$ cat src/rtl/onchip_mem_arbiter.sv
// onchip_mem_arbiter: round-robin arbiter sharing one single-port RAM between two Avalon-MM masters.
// Define ONCHIP_ARB_LOCK_EN to let port 1 hold the grant across consecutive accesses via p1_lock.
module onchip_mem_arbiter #(
    parameter int ADDR_W = 10,
    parameter int DATA_W = 32
) (
    input  logic                clk,
    input  logic                reset_n,
    input  logic                reset_req,
    input  logic [ADDR_W-1:0]   p0_address,
    input  logic [DATA_W/8-1:0] p0_byteenable,
    input  logic                p0_read,
    input  logic                p0_write,
    input  logic [DATA_W-1:0]   p0_writedata,
    output logic                p0_waitrequest,
    output logic                p0_readdatavalid,
    output logic [DATA_W-1:0]   p0_readdata,
    input  logic [ADDR_W-1:0]   p1_address,
    input  logic [DATA_W/8-1:0] p1_byteenable,
    input  logic                p1_read,
    input  logic                p1_write,
    input  logic [DATA_W-1:0]   p1_writedata,
    input  logic                p1_lock,
    output logic                p1_waitrequest,
    output logic                p1_readdatavalid,
    output logic [DATA_W-1:0]   p1_readdata,
    output logic [ADDR_W-1:0]   mem_address,
    output logic [DATA_W/8-1:0] mem_byteenable,
    output logic [DATA_W-1:0]   mem_writedata,
    output logic                mem_chipselect,
    output logic                mem_write,
    output logic                mem_clken,
    input  logic [DATA_W-1:0]   mem_readdata
);
    logic                w_req0;
    logic                w_req1;
    logic                w_gnt0;
    logic                w_gnt1;
    logic                w_p1_pri;
    logic                r_last;
    logic [1:0]          r_rd_pend;
    logic [ADDR_W-1:0]   r_addr;
    logic [DATA_W/8-1:0] r_be;

`ifdef ONCHIP_ARB_LOCK_EN
    logic r_locked;
    assign w_p1_pri = r_locked | ~r_last;
    always_ff @(posedge clk or negedge reset_n) begin
        if (!reset_n) r_locked <= 1'b0;
        else          r_locked <= p1_lock & (r_locked | w_gnt1);
    end
`else
    logic w_unused_lock;
    assign w_unused_lock = p1_lock;
    assign w_p1_pri      = ~r_last;
`endif

    assign w_req0 = p0_read | p0_write;
    assign w_req1 = p1_read | p1_write;
    assign w_gnt0 = ~reset_req & w_req0 & (~w_req1 | ~w_p1_pri);
    assign w_gnt1 = ~reset_req & w_req1 & ~w_gnt0;

    assign p0_waitrequest   = w_req0 & ~w_gnt0;
    assign p1_waitrequest   = w_req1 & ~w_gnt1;
    assign p0_readdatavalid = r_rd_pend[0];
    assign p1_readdatavalid = r_rd_pend[1];
    assign p0_readdata      = mem_readdata;
    assign p1_readdata      = mem_readdata;

    // Address and byte lanes park on the last granted value when idle
    always_comb begin
        mem_address    = w_gnt0 ? p0_address    : w_gnt1 ? p1_address    : r_addr;
        mem_byteenable = w_gnt0 ? p0_byteenable : w_gnt1 ? p1_byteenable : r_be;
        mem_writedata  = w_gnt1 ? p1_writedata  : p0_writedata;
        mem_write      = (w_gnt0 & p0_write) | (w_gnt1 & p1_write);
        mem_chipselect = w_gnt0 | w_gnt1;
        mem_clken      = 1'b1;
    end

    always_ff @(posedge clk or negedge reset_n) begin
        if (!reset_n) begin
            r_last    <= 1'b1;
            r_rd_pend <= 2'b00;
            r_addr    <= '0;
            r_be      <= '0;
        end else begin
            r_last    <= w_gnt0 ? 1'b0 : w_gnt1 ? 1'b1 : r_last;
            r_rd_pend <= {w_gnt1 & ~p1_write, w_gnt0 & ~p0_write};
            r_addr    <= mem_address;
            r_be      <= mem_byteenable;
        end
    end
endmodule

$ cat config.mk
export PLATFORM = sky130hd
export DESIGN_NAME = onchip_mem_arbiter
export DESIGN_NICKNAME = d
export VERILOG_FILES = /design/src/rtl/onchip_mem_arbiter.sv
export SDC_FILE = /design/constraint.sdc
export NUM_CORES = 1
export LEC_CHECK = 0
export ABC_AREA = 1
export CAP_MARGIN = 20
export CORE_AREA = 2 2 95 97
export DETAILED_ROUTE_END_ITERATION = 8
export DIE_AREA = 0 0 97 99
export HOLD_SLACK_MARGIN = 0.12
export PLACE_DENSITY = 0.82
export SYNTH_ARGS = -nofsm -noshare
export SYNTH_HDL_FRONTEND = slang
export SYNTH_SLANG_ARGS = --single-unit
export TNS_END_PERCENT = 50
$ cat constraint.sdc
create_clock -name clk -period 1.7 [get_ports clk]
set_input_delay 0.34 -clock clk [delete_from_list [all_inputs] [get_ports clk]]
set_output_delay 0.34 -clock clk [all_outputs]
set_load 0.02 [all_outputs]
# After elaboration in Yosys (flattened, before gate mapping)
# Index checks and enable logic that the tools add are counted.
dict set report totals {
  word_cells 33
  regBits 17
  latchBits 0
  out_inout_bits 117
  ram_bits 0
  memories 0
  romBits 0
}
dict set report classes {
  muxes 7
  eq_ne 0
  bitwise 21
  reduce_logical 1
  addsub 0
  multipliers 0
  shift 0
  magnitude_cmp 0
  div 0
}
# cell count
set op_table {}
lappend op_table {{$mux 32} 1}
lappend op_table {{$mux 10} 2}
lappend op_table {{$and 1x1->1} 10}
lappend op_table {{$mux 4} 2}
lappend op_table {{$not 1->1} 6}
lappend op_table {{$or 1x1->1} 5}
lappend op_table {{$mux 1} 2}
lappend op_table {{$reduce_bool 2->1} 1}

# Logic depth before layout (Yosys ltp)
# Gate-level depths: netlist of run 1.
dict set report logic_depth {
  depth_word 8
  ltp_mapped 8
  mapped_depth_nobuf 8
}

# Worst setup path after synthesis of run 1
# Ideal clock, no wire load.
dict set report synth_path {
  path_type {register to output}
  from {reg r_last}
  to {out p1_waitrequest}
  n_path_buf 1
  arrival_ps 1254
  stages_incl_launch_ff 6
  path_slack_ps 106
  required_time_ps 1360
  path_cell_list {dfstp_2 -> inv_1 -> nand2_2 -> nand2_2 -> buf_2 -> a21oi_1}
}
dict set report synth_between {
  elab_chain_len 6
}
# item line
set synth_lines {}
lappend synth_lines {{start, declared} 40} ;# logic r_last;
lappend synth_lines {{start signal, assigned} 87} ;# r_last <= w_gnt0 ? 1'b0 : w_gnt1 ? 1'b1 : r_last;
lappend synth_lines {{$or 1x1->1} 60} ;# assign w_gnt0 = ~reset_req & w_req0 & (~w_req1 | ~w_p1_pri);
lappend synth_lines {{$and 1x1->1} 60}
lappend synth_lines {{$not 1->1} 61} ;# assign w_gnt1 = ~reset_req & w_req1 & ~w_gnt0;
lappend synth_lines {{$and 1x1->1} 61}
lappend synth_lines {{$not 1->1} 64} ;# assign p1_waitrequest = w_req1 & ~w_gnt1;
lappend synth_lines {{$and 1x1->1} 64}
lappend synth_lines {{end, declared} 24} ;# output logic p1_waitrequest,
# No other way between the ends.

# Worst setup path in the final report of run 1
dict set report layout_path {
  from {reg r_last}
  to {out mem_writedata[1]}
}
dict set report layout_between {
  elab_chain_len 5
}
# item line
set layout_lines {}
lappend layout_lines {{$or 1x1->1} 60}
lappend layout_lines {{$and 1x1->1} 60}
lappend layout_lines {{$not 1->1} 61}
lappend layout_lines {{$and 1x1->1} 61}
lappend layout_lines {{$mux 32} 74} ;# mem_writedata = w_gnt1 ? p1_writedata : p0_writedata;
lappend layout_lines {{end, declared} 29} ;# output logic [DATA_W-1:0] mem_writedata,
# No other way between the ends.

==> key figures, run 1 <==
GRT
  • GR peak layer: met2
  • GRT Overall Usage: 14.3%
  • Vias in the first global route: approximately 2300
  • First-pass GRT wire length: 11100 µm
  • Grt met1 use: 14.5%
  • Met2 Use GR: 27.5%
  • Total gr overflow: 0
  • Largest net degree at the start of global routing: 25
  • Initial antenna violation count: 1
  • GR Layer Usage met3: ~4.2%

Placement
  • Number of I/O port buffers: 150
  • Placer Congestion: 0.774
  • Setup slack at placement: -0.931 ns
  • Dpl hpwl: 5320 µm
  • Placed Instances: 505

STA
  • Worst Skew: 0.00161 ns
  • Tmin final: 1.92 ns
  • Final Hold Vio Count: 0
  • Final period utilization: 113%
  • Final worst slack: -0.220 ns
  • RSZ-0062 raised after global routing: yes
  • Max Slew Vio Count: 0
  • Final setup violation count: 49
  • Fmax: 521 MHz

Synth
  • Synthesis-stage register bit count: 17
  • Synth area leader: buf_4
  • Mean Syn Cell Area: about 6.3 µm²
  • Top cells by area, synth: buf_4 27%, dfrtp_1 21%, nand2_1 20%, nand3_1 13%, inv_1 3.6%
  • Synth top area share: 26.5%
  • Net Count, Synth: 431
  • Register area share after synthesis: 22.8%
  • Synth Cell Area: roughly 0.0019 mm²
  • YS warnings: 0
  • Synth Instances: 299
  • Count of cell types in the netlist: 18

Floorplan
  • Starting utilization of the core area: 21.9%
  • FP Rows: 34
  • Die Y-Extent: 99 µm
  • Core Box Area: 0.00855 mm²
  • Die boundary width: 97 µm
  • I/O pin cnt: 249
  • Die area: 0.00960 mm²

Clock network
  • H-tree lvl count: 1
  • CTS tree: yes
  • CTS buffer count: 3
  • Clock-pin slew of the registers on the worst-case setup and hold paths: 0.07 ns
  • Hold-fix buffers, CTS: 0
  • CTS root buf: clkbuf_8
  • CTS sink count: 17
  • Longest Clk Path Bufs: 2
  • Clk_lat worst skew: 0.25 ns

Finish
  • Commonest non-fill, non-tap cell in the layout: clkdlybuf4s50_1
  • Most frequent cells in the layout: 95 x clkdlybuf4s50_1, 65 x nand2_1, 52 x buf_6
  • Non-Filler Instances: roughly 540
  • Nets: about 560
  • Layout cells sized above 1: ~43%
  • Core Util, Final: 44.9%
  • Area grow syn2layout: 105%
  • N_diodes: 0

Power and ir drop
  • VDD IR max: roughly 560 µV
  • Power density over the cells: 573 mW/mm²
  • Lkg Pwr: 1.89 nW

Routing
  • DRT Wirelength: 7390 µm
  • Via count: 2292
  • Drt drc: 0
  • Via-per-instance ratio: 4.28
  • Routed WL per cell: 13.8 µm
  • DRT iter0 DRCs: 73
  • Post-DRT Antenna Nets: 0
  • First-pass detailed-route iteration total: 4

Critical path
  • Slowest-stage cell, CP: dfstp_2
  • Worst path cell trace: inv_2 > nand2_4 > nand2_8 > buf_12 > buf_12 > nand3_1 > nand2_4 > buf_6
  • Buf/Inv on CP: 4
  • CP arrival: 1.58 ns
  • Worst EP required: ~1.4 ns
  • Kind of critical path: flop to output pin
  • CP delay by family, top: flip-flops
  • Setup crit start kind: flop
  • Max incr delay on CP: 0.53 ns
  • Critical Path End Type: output pin
  • CP max FO: 15

Status
  • Failing checks: setup timing
  • Outcome: finished with violations

Worst hold path
  • Worst Hold Class: primary input to flop

Flow run
  • Max-Cap Viols: 0
cell families (layout without fill, tap and decap cells):
family	Yosys count	after routing	synth area share [%]
and+or+nand+nor	167	167	37.8
buffers and inverters	100	229	35.2
DFF	17	17	22.8
AOI/OAI and AO/OA	14	14	3.95
other	1	1	0.201
stage by stage:
stage                     area, µm²  hold slack, ns  total power (W)  TNS (ns)
after floorplan                1870          0.0444          0.00120         0
after global placement         3170           0.509          0.00161    -40.87
after detailed placement       3170           0.508          0.00163    -43.13
after CTS                      3690           0.418          0.00215     -9.41
after global routing           3840           0.331          0.00233    -11.79
final                          3840           0.323          0.00220     -9.04
cell usage after synthesis:
cell and count:
a21oi_1 1, buf_2 10, buf_4 66, buf_6 3
conb_1 1, dfrtp_1 16, dfstp_2 1, inv_1 18
inv_2 3, nand2_1 100, nand2_2 4, nand3_1 48
nor2_1 13, nor2_2 1, nor2_4 1, o21ai_0 2
o21ai_1 10, o21ai_2 1
path summary, 6_finish.rpt:
kind,from,end,slack [ns],cells past startpoint
min reg2reg,r_addr[6],r_addr[6],0.59,4
min in group asynchronous,reset_n,r_be[1],0.41,2
max in group asynchronous,reset_n,r_last,1.03,2
max reg2reg,r_last,r_addr[2],0.20,9
max,r_last,mem_writedata[1],-0.22,8
min,p1_write,r_rd_pend[1],0.32,2
repair_timing:
action                     4_1_cts  5_1_grt
setup endpoints to repair       50       50
hold endpoints to repair         0        0
gates resized for setup        362       34
pin swaps                       10       15
cloned                           5        0
setup buffers                   20        4
report_power, final:
| group | switching (W) | internal [W] |
|---|---|---|
| Combinational | 0.000655 | 0.000761 |
| Sequential | 0.0000162 | 0.000467 |
| Clock | 0.000140 | 0.000163 |
| Total | 0.000811 | 0.00139 |
sequential cells by signal (all words and copies together), names as in the netlist:
register	cells
r_addr	10
r_last	1
r_rd_pend	2
r_be	4
final cells by class:
cell class,count,area [µm²]
clock buffer,3,41.3
multi-input combinational,182,1040
timing repair inverter,1,8.76
inverter,21,86.3
fill,832,4710
tap,108,135
sequential,17,427
timing repair buffer,203,2090
clock inverter,1,5.00
per-layer routing:
layer,share of wire (%),vias up
met5,0.16,-
met4,3.5,2
met3,8.5,33
met2,53,106
met1,35,1029
li1,-,1122
worst register-to-register path, stage by stage, from the launching register on:
cell and delay (ns):
dfstp_2 0.53, inv_2 0.05, nand2_4 0.08, nand2_8 0.08, buf_12 0.14, buf_12 0.14, nand2_2 0.07, o21ai_2 0.07
buf_4 0.13, buf_4 0.12
Note: power is estimated with default switching activity, not from simulation.
==> run 2, diff against run 1 <==
- CTS_CLUSTER_SIZE: not set -> 12
- REMOVE_ABC_BUFFERS: not set -> 1
==> key figures, run 2 (synthesis gave the netlist of run 1 again) <==
Clock network
  • Clock-pin slew of the registers on the worst-case setup and hold paths: 0.07 ns
  • CTS buffer count: 3
  • Hold-fix buffers, CTS: 0
  • Longest Clk Path Bufs: 2
  • H-tree lvl count: 1
  • CTS sink count: 17
  • CTS tree: yes
  • CTS root buf: clkbuf_8
  • Clk_lat worst skew: approximately 0.25 ns

Placement
  • Placer Congestion: 0.895
  • Number of I/O port buffers: 150
  • Dpl hpwl: 7710 µm
  • Setup slack at placement: -0.925 ns

GRT
  • First-pass GRT wire length: 13500 µm
  • Initial antenna violation count: 0
  • Vias in the first global route: 2304
  • Total gr overflow: 0
  • Largest net degree at the start of global routing: 22
  • GRT Overall Usage: between 10% and 20%

Finish
  • Max FFs per register: 10
  • Regs by FF count: r_addr: 10 flops, r_be: 4 flops, r_rd_pend: 2 flops
  • Number of fill cells: around 840
  • Largest Register: r_addr
  • Commonest non-fill, non-tap cell in the layout: clkdlybuf4s50_1
  • Most frequent cells in the layout: 95 x clkdlybuf4s50_1, 61 x nand2_1, 49 x buf_6
  • Area grow syn2layout: 96.9%
  • Nets: around 550
  • N_diodes: 0
  • Core Util, Final: 43.0%
  • Layout cells sized above 1: 39.8%

STA
  • Max Slew Vio Count: 0
  • Worst Skew: 0.0102 ns
  • Fmax: 530 MHz
  • Final Hold Vio Count: 0
  • Final worst slack: -0.187 ns
  • Final period utilization: 111%
  • Final setup violation count: 48
  • WHS: approximately 0.32 ns
  • RSZ-0062 raised after global routing: yes
  • Tmin final: 1.89 ns
  • Setup tns final: -7.03 ns

Routing
  • DRT Wirelength: 9810 µm
  • DRT iter0 DRCs: 78
  • Post-DRT Antenna Nets: 0
  • Via count: 2342
  • Drt drc: 0
  • Routed WL per cell: 18.9 µm
  • Via-per-instance ratio: 4.50
  • First-pass detailed-route iteration total: 4

Floorplan
  • Die area: 0.00960 mm²
  • Starting utilization of the core area: 21.9%
  • Die boundary width: 97 µm
  • I/O pin cnt: roughly 250
  • Die Y-Extent: 99 µm
  • Core Box Area: 0.00855 mm²
  • FP Rows: 34

Critical path
  • Worst EP required: 1.36 ns
  • Worst path cell trace: inv_2 > nand2_4 > nand2_8 > nand2_8 > clkbuf_16 > nand2_2 > nand2_2 > buf_6
  • CP arrival: 1.55 ns
  • CP delay by family, top: flip-flops
  • Slowest-stage cell, CP: dfstp_2
  • Critical Path End Type: output pin
  • Max incr delay on CP: 0.53 ns
  • Kind of critical path: flop to output pin
  • Buf/Inv on CP: 3
  • Setup crit start kind: flop
  • CP max FO: 7

Status
  • Failing checks: setup timing
  • Outcome: finished with violations

Power and ir drop
  • VDD IR max: 252 µV
  • Lkg Pwr: around 1.8 nW
  • PnR Total Power: between 0.002 and 0.0025 W
  • Power density over the cells: 586 mW/mm²

Worst hold path
  • Worst Hold Class: primary input to flop

Flow run
  • Max-Cap Viols: 0
==> run 2: area by class of cell <==
class                      count  area [µm²]  area share [%]
timing repair buffer         188        1970            53.6
multi-input combinational    182        1020            27.6
sequential                    17         427            11.6
tap                          108         135            3.67
inverter                      21        83.8            2.28
clock buffer                   3        41.3            1.12
clock inverter                 1        5.00           0.136
==> run 2: where the power goes <==
part           internal [W]  switching, W
Clock              0.000162      0.000141
Sequential         0.000467     0.0000159
Combinational      0.000725      0.000648
Total               0.00135      0.000805
==> run 2: path summary, 6_finish.rpt <==
path	end	depth (start not counted)	startpoint	slack, ns
worst max-delay path	mem_writedata[20]	8	r_last	-0.19
worst min-delay path	r_rd_pend[1]	2	p1_write	0.32
worst max register to register	r_addr[7]	7	r_last	0.34
worst min register to register	r_last	2	r_last	0.52
max in group asynchronous	r_addr[7]	2	reset_n	0.88
min in group asynchronous	r_addr[0]	1	reset_n	0.33
==> run 2: worst reg2reg max path, cell delays in order, from the launching register on <==
cell and delay (ns):
dfstp_2 0.53, inv_2 0.05, nand2_4 0.09, nand2_8 0.09
buf_12 0.18, nand3_1 0.08, nand3_1 0.09, buf_4 0.14
==> run 2: stage by stage <==
step	cells	instance area, µm²
final	520	3680
after global routing	520	3680
after CTS	515	3360
after detailed placement	507	3180
after global placement	507	3180
after floorplan	220	1290
==> run 2: timing repair <==
action / in CTS / in global routing
endpoints found under the setup margin: 50 / 50
pin swaps: 8 / 16
gates cloned: 1 / 5
buffers inserted: 3 / 1
gates resized for setup: 302 / 82
==> run 2: routing by layer <==
layer | global-route usage (%) | share of wire (%)
met5 | 5.64 | 0.56
met4 | 3.47 | 1.3
met3 | 15.7 | 17
met2 | 26.5 | 44
met1 | 19.8 | 37
